<file path="src/rtl/dmem_arb_pkg.sv">
// Shared types and defaults for the data-memory port arbiter.
// Optional build macro DMEM_ARB_RR_EN selects round-robin arbitration.
package dmem_arb_pkg;

  typedef enum logic [1:0] {
    IDLE   = 2'd0,
    ACCESS = 2'd1,
    RESP   = 2'd2
  } state_t;

  localparam logic [31:0] DMEM_ADDR_BASE = 32'h0000_3000;
  localparam logic [31:0] DMEM_ADDR_TOP  = 32'h0000_3FFC;

  typedef logic port_id_t;

  // Legal access: inside the window (unsigned, inclusive) and word aligned.
  function automatic logic addr_ok(input logic [31:0] addr,
                                   input logic [31:0] base,
                                   input logic [31:0] top);
    return (addr >= base) && (addr <= top) && (addr[1:0] == 2'b00);
  endfunction

endpackage

</file>
<file path="src/rtl/dmem_arb_pick.sv">
// Two-way request picker producing a one-hot grant.
// DMEM_ARB_RR_EN defined: ptr names the preferred port on contention.
// DMEM_ARB_RR_EN undefined: port 0 always wins and there is no ptr input.
module dmem_arb_pick
  import dmem_arb_pkg::*;
(
`ifdef DMEM_ARB_RR_EN
  input  port_id_t   ptr,
`endif
  input  logic [1:0] valid,
  output logic [1:0] grant
);

  // Combinational grant selection.
  always_comb begin
    grant = 2'b00;
`ifdef DMEM_ARB_RR_EN
    if (ptr == 1'b1) begin
      grant[1] = valid[1];
      grant[0] = valid[0] & ~valid[1];
    end else begin
      grant[0] = valid[0];
      grant[1] = valid[1] & ~valid[0];
    end
`else
    grant[0] = valid[0];
    grant[1] = valid[1] & ~valid[0];
`endif
  end

endmodule

</file>
<file path="src/rtl/dmem_port_arbiter.sv">
// Shares a single-port word-addressed data memory between the CPU (port 0)
// and the debug/DMA loader (port 1). One transaction in flight at a time.
// Build macro DMEM_ARB_RR_EN: round-robin between ports instead of port 0 priority.
//
//  state  | meaning
//  IDLE   | waiting for a request; winner sees req_ready
//  ACCESS | memory driven for one cycle with the latched request
//  RESP   | response held on the latched port until rsp_ready
module dmem_port_arbiter
  import dmem_arb_pkg::*;
#(
  parameter logic [31:0] ADDR_BASE = DMEM_ADDR_BASE,
  parameter logic [31:0] ADDR_TOP  = DMEM_ADDR_TOP
) (
  input  logic        clk,
  input  logic        rst_n,
  input  logic        p0_req_valid,
  output logic        p0_req_ready,
  input  logic        p0_req_we,
  input  logic [31:0] p0_req_addr,
  input  logic [31:0] p0_req_wdata,
  output logic        p0_rsp_valid,
  input  logic        p0_rsp_ready,
  output logic [31:0] p0_rsp_rdata,
  output logic        p0_rsp_err,
  input  logic        p1_req_valid,
  output logic        p1_req_ready,
  input  logic        p1_req_we,
  input  logic [31:0] p1_req_addr,
  input  logic [31:0] p1_req_wdata,
  output logic        p1_rsp_valid,
  input  logic        p1_rsp_ready,
  output logic [31:0] p1_rsp_rdata,
  output logic        p1_rsp_err,
  output logic        mem_we,
  output logic [31:0] mem_addr,
  output logic [31:0] mem_wdata,
  input  logic [31:0] mem_rdata
);

  state_t      state;
  port_id_t    port_q;
  logic        we_q;
  logic        ok_q;
  logic [1:0]  rsp_valid_q;
  logic [31:0] rdata_q;
  logic        err_q;
  logic [1:0]  grant;
  logic        accept;
  logic        sel_we;
  logic [31:0] sel_addr;
  logic [31:0] sel_wdata;

`ifdef DMEM_ARB_RR_EN
  port_id_t ptr_q;

  dmem_arb_pick u_pick (
    .ptr   (ptr_q),
    .valid ({p1_req_valid, p0_req_valid}),
    .grant (grant)
  );

  // Preference flips after every accepted request so contention alternates.
  always_ff @(posedge clk or negedge rst_n) begin
    if (!rst_n) begin
      ptr_q <= 1'b0;
    end else if (accept) begin
      ptr_q <= ~ptr_q;
    end
  end
`else
  dmem_arb_pick u_pick (
    .valid ({p1_req_valid, p0_req_valid}),
    .grant (grant)
  );
`endif

  // Ready is gated by reset so nothing is accepted while rst_n is low.
  assign p0_req_ready = rst_n & (state == IDLE) & grant[0];
  assign p1_req_ready = rst_n & (state == IDLE) & grant[1];
  assign accept       = p0_req_ready | p1_req_ready;

  assign sel_we    = grant[1] ? p1_req_we    : p0_req_we;
  assign sel_addr  = grant[1] ? p1_req_addr  : p0_req_addr;
  assign sel_wdata = grant[1] ? p1_req_wdata : p0_req_wdata;

  assign p0_rsp_valid = rsp_valid_q[0];
  assign p1_rsp_valid = rsp_valid_q[1];
  assign p0_rsp_rdata = rsp_valid_q[0] ? rdata_q : 32'h0;
  assign p1_rsp_rdata = rsp_valid_q[1] ? rdata_q : 32'h0;
  assign p0_rsp_err   = rsp_valid_q[0] & err_q;
  assign p1_rsp_err   = rsp_valid_q[1] & err_q;

  // Transaction FSM; memory controls are registered so they are live exactly during ACCESS.
  always_ff @(posedge clk or negedge rst_n) begin
    if (!rst_n) begin
      state       <= IDLE;
      port_q      <= 1'b0;
      we_q        <= 1'b0;
      ok_q        <= 1'b0;
      mem_we      <= 1'b0;
      mem_addr    <= 32'h0;
      mem_wdata   <= 32'h0;
      rsp_valid_q <= 2'b00;
      rdata_q     <= 32'h0;
      err_q       <= 1'b0;
    end else begin
      case (state)
        IDLE: begin
          if (accept) begin
            port_q    <= grant[1];
            we_q      <= sel_we;
            ok_q      <= addr_ok(sel_addr, ADDR_BASE, ADDR_TOP);
            mem_we    <= sel_we & addr_ok(sel_addr, ADDR_BASE, ADDR_TOP);
            mem_addr  <= sel_addr;
            mem_wdata <= sel_wdata;
            state     <= ACCESS;
          end
        end
        ACCESS: begin
          mem_we      <= 1'b0;
          rdata_q     <= (!we_q && ok_q) ? mem_rdata : 32'h0;
          err_q       <= ~ok_q;
          rsp_valid_q <= (port_q == 1'b1) ? 2'b10 : 2'b01;
          state       <= RESP;
        end
        RESP: begin
          if (|(rsp_valid_q & {p1_rsp_ready, p0_rsp_ready})) begin
            rsp_valid_q <= 2'b00;
            rdata_q     <= 32'h0;
            err_q       <= 1'b0;
            state       <= IDLE;
          end
        end
        default: begin
          mem_we <= 1'b0;
          state  <= IDLE;
        end
      endcase
    end
  end

endmodule

</file>
<file path="config.mk">
export PLATFORM = sky130hd
export DESIGN_NAME = dmem_port_arbiter
export DESIGN_NICKNAME = d
export VERILOG_FILES = /design/src/rtl/dmem_arb_pkg.sv /design/src/rtl/dmem_arb_pick.sv /design/src/rtl/dmem_port_arbiter.sv
export SDC_FILE = /design/constraint.sdc
export NUM_CORES = 1
export LEC_CHECK = 0
export ABC_AREA = 1
export BUFFER_PORTS_ARGS = -buffer_cell sky130_fd_sc_hd__clkbuf_2
export CAP_MARGIN = 20
export CORE_MARGIN = 2
export CORE_UTILIZATION = 40
export DETAILED_ROUTE_END_ITERATION = 12
export PLACE_DENSITY = 0.89
export SETUP_SLACK_MARGIN = 0.05
export SLEW_MARGIN = 30
export SYNTH_ARGS = -nofsm -noshare
export SYNTH_HDL_FRONTEND = slang
export SYNTH_SLANG_ARGS = --single-unit
</file>
<file path="constraint.sdc">
create_clock -name clk -period 1.3 [get_ports clk]
set_clock_uncertainty 0.1 [all_clocks]
set_input_delay 0.065 -clock clk [delete_from_list [all_inputs] [get_ports clk]]
set_output_delay 0.065 -clock clk [all_outputs]
set_load 0.1 [all_outputs]
</file>
==> results.sh <==
export IMPL_dr_pass1_iters=5
export IMPL_fin_cells=1392
export IMPL_relSlewSlack=0.620
export IMPL_comb_power_share=0.647
export IMPL_cts_max_level=3
export IMPL_dp_cells=1207
export IMPL_detailed_place_hpwl_um=14900
export IMPL_power_per_cell_area_nw_per_um2=2190
export IMPL_drc_errors=0
export IMPL_dr_first_iter_drc_count=796
export IMPL_synthesis_area_um2=5350
export IMPL_p_leak_nw=5.48
export IMPL_crit_buf_inv=3
export IMPL_die_area_um2=14300
export IMPL_drv_cap=0
export IMPL_root_buffer="clkbuf_16"
export IMPL_tightest_slew_ns=0.570
export IMPL_mostFrequentLayoutCells="clkbuf_2, nand2_1, dlygate4sd3_1"
export IMPL_worstSetupPathType="reg -> reg"
export IMPL_p_switching_w=0.0148
export IMPL_placed_cell_area_um2=9090
export IMPL_cpLargestDelayFamily="simple AND/OR/NAND/NOR gates"
export IMPL_nets=1371
export IMPL_pwr_share_seq=0.225
export IMPL_pwr_share_clk=0.128
export IMPL_die_w_um=120
export IMPL_ys_types=21
export IMPL_cts_tree="done"
export IMPL_wl_per_cell_um=23.4
export IMPL_outcome="finished, violations left"
export IMPL_vias_per_cell=5.73
export IMPL_endpoint_kind="register"
export IMPL_start_util=0.407
export IMPL_rows=42
export IMPL_first_global_vias=8037
export IMPL_post_route_min_period_ns=1.71
export IMPL_fp_coreArea_um2=13100
export IMPL_setup_ws_ns=-0.410
export IMPL_routed_wl_um=32600
export IMPL_crit_chain="nor2_2 > nand3_2 > inv_8 > nor2_4 > inv_8 > buf_12 > nor2_4 > a31oi_1"
export IMPL_mostFrequentLayoutCell="clkbuf_2"
export IMPL_finalPower_w=0.0259
export IMPL_cp_start_kind="register"
export IMPL_rsz0062_at_grt="true"
export IMPL_drv_slew=0
export IMPL_p_int_w=0.0111
export IMPL_post_route_period_util=1.32
export IMPL_io_pin_count=303
export IMPL_port_buffers=302
export IMPL_synthCells=731
export IMPL_track_usage=0.388
export IMPL_finalSetupViolCount=178
export IMPL_ys_warn_count=0
export IMPL_p_sw_frac=0.570
export IMPL_antenna_found_initial=5
export IMPL_fmax_ghz=0.585
export IMPL_violations="negative setup slack"
export IMPL_hold_viol=0
export IMPL_ctsLongestPathBuffers=2
export IMPL_grt_pass1_wl_um=42800
export IMPL_cts_made_buffers=9
export IMPL_cp_arrival_ns=1.84
export IMPL_critPathMaxFanout=9
export IMPL_pre_cts_ws_ns=-0.350
export IMPL_ant_nets=0
export IMPL_syn_to_final_growth_pct=121
export IMPL_postLayoutCellArea_um2=11800
export IMPL_grt_max_degree=101
export IMPL_gp_congestion=0.830
export IMPL_synth_seq_area_share=0.491
export IMPL_ir_drop_mv=2.25
export IMPL_drive_gt1_frac=0.494
export IMPL_slowest_stage="dfrtp_1"
export IMPL_cts_sinks=105
export IMPL_avgSynthCellArea_um2=7.32
export IMPL_ys_ff_latch=105
export IMPL_worstPathRequired_ns=1.43
export IMPL_die_y_um=120
export IMPL_synth_fp_nets=899
export IMPL_clkTransAtPathRegs_ns=0.08
export IMPL_grt_overflow_total=0
export IMPL_num_vias=7981
export IMPL_clock_latency_ns=0.35
export IMPL_fillers=485
export IMPL_hold_class="in -> reg"
export IMPL_slowest_delay_ns=0.40
metrics by stage:
stage / hold slack (ns) / util / setup TNS [ns]
after detailed placement: -0.0892 / 0.692 / -19.34
after CTS: -0.0115 / 0.853 / -44.38
final: 0.00372 / 0.900 / -48.58
after global routing: 0.0190 / 0.900 / -55.24
after floorplan: -0.331 / - / -51.00
after global placement: -0.0924 / 0.692 / -11.84
final timing paths:
| path | slack, ns | depth (start not counted) | endpoint | startpoint |
|---|---|---|---|---|
| worst max-delay path | -0.41 | 8 | mem_wdata[7] | state[0] |
| worst min-delay path | 0.004 | 5 | mem_addr[20] | p0_req_addr[20] |
| worst max register to register | -0.41 | 8 | mem_wdata[7] | state[0] |
| worst min register to register | 0.39 | 1 | rsp_valid_q[0] | port_q |
| max in group asynchronous | 0.27 | 3 | rsp_valid_q[1] | rst_n |
| min in group asynchronous | 0.19 | 3 | state[0] | rst_n |
worst min-delay path: stages:
cell,delay (ns)
clkbuf_2,0.08
inv_1,0.04
nand2_1,0.04
nand2_1,0.09
o21ai_0,0.09
layout make-up:
class | instances | area (um2) | area share
Tap cell | 176 | 220 | 0.0186
Clock inverter | 4 | 98.8 | 0.00836
Inverter | 127 | 751 | 0.0635
Clock buffer | 12 | 256 | 0.0217
Multi-Input combinational cell | 454 | 2700 | 0.228
Timing Repair Buffer | 505 | 5120 | 0.433
Timing Repair inverter | 1 | 16.3 | 0.00138
Sequential cell | 105 | 2640 | 0.223
Antenna cell | 8 | 20.0 | 0.00169
registers in the layout, summed over array words and instances, names as in the netlist:
register / count
ok_q: 1
state: 2
err_q: 1
mem_addr: 32
mem_wdata: 32
port_q: 1
we_q: 1
mem_we: 1
rdata_q: 32
rsp_valid_q: 2
metal layers:
layer | part of all wire | global-route usage | vias to the layer above
met2 | 0.47 | 0.678 | 795
li1 | - | - | 3216
met3 | 0.12 | 0.0984 | 276
met5 | 0 | 0 | -
met4 | 0.096 | 0.255 | 0
met1 | 0.32 | 0.414 | 3694
cell usage after synthesis:
cell type	n	area share
nand3_1	45	0.042
clkbuf_1	15	0.011
o21bai_1	1	0.0014
inv_2	3	0.0021
a22o_1	1	0.0016
buf_1	2	0.0014
buf_4	5	0.0070
nand2_1	233	0.16
dfrtp_1	105	0.49
buf_2	20	0.019
inv_1	123	0.086
o21ai_0	56	0.052
a21oi_1	1	0.00093
nand3b_1	7	0.0098
buf_6	3	0.0063
inv_4	1	0.0012
nor2_2	1	0.0012
nor2_4	2	0.0042
or2_2	2	0.0023
nor2_1	57	0.040
a31oi_1	48	0.056
what timing repair did:
item,4_1_cts,5_1_grt
resized for setup,48,129
pin swaps,5,6
cloned,5,7
hold buffers,140,0
setup endpoints to repair,174,180
hold endpoints to repair,195,0
buffers inserted,8,9
power by group through the flow:
| stage | registers (W) | clock network [W] | logic, W |
|---|---|---|---|
| 2_1_floorplan | 0.0124 | 0 | 0.00317 |
| 3_3_place_gp | 0.00521 | 0 | 0.0137 |
| 3_5_place_dp | 0.00525 | 0 | 0.0140 |
| 4_1_cts | 0.00529 | 0.00325 | 0.0150 |
| 5_1_grt | 0.00588 | 0.00342 | 0.0171 |
| 6_report | 0.00584 | 0.00331 | 0.0168 |
cell families (layout without fill, tap and decap cells):
kind of cell,Yosys count,in the layout,share of synthesized area
buffers and inverters,172,649,0.134
AO/OA/AOI/OAI,107,107,0.112
AND/OR/NAND/NOR,347,347,0.263
flip-flops,105,105,0.491
other,0,8,0
No activity file was read; power rests on OpenSTA's default activity.
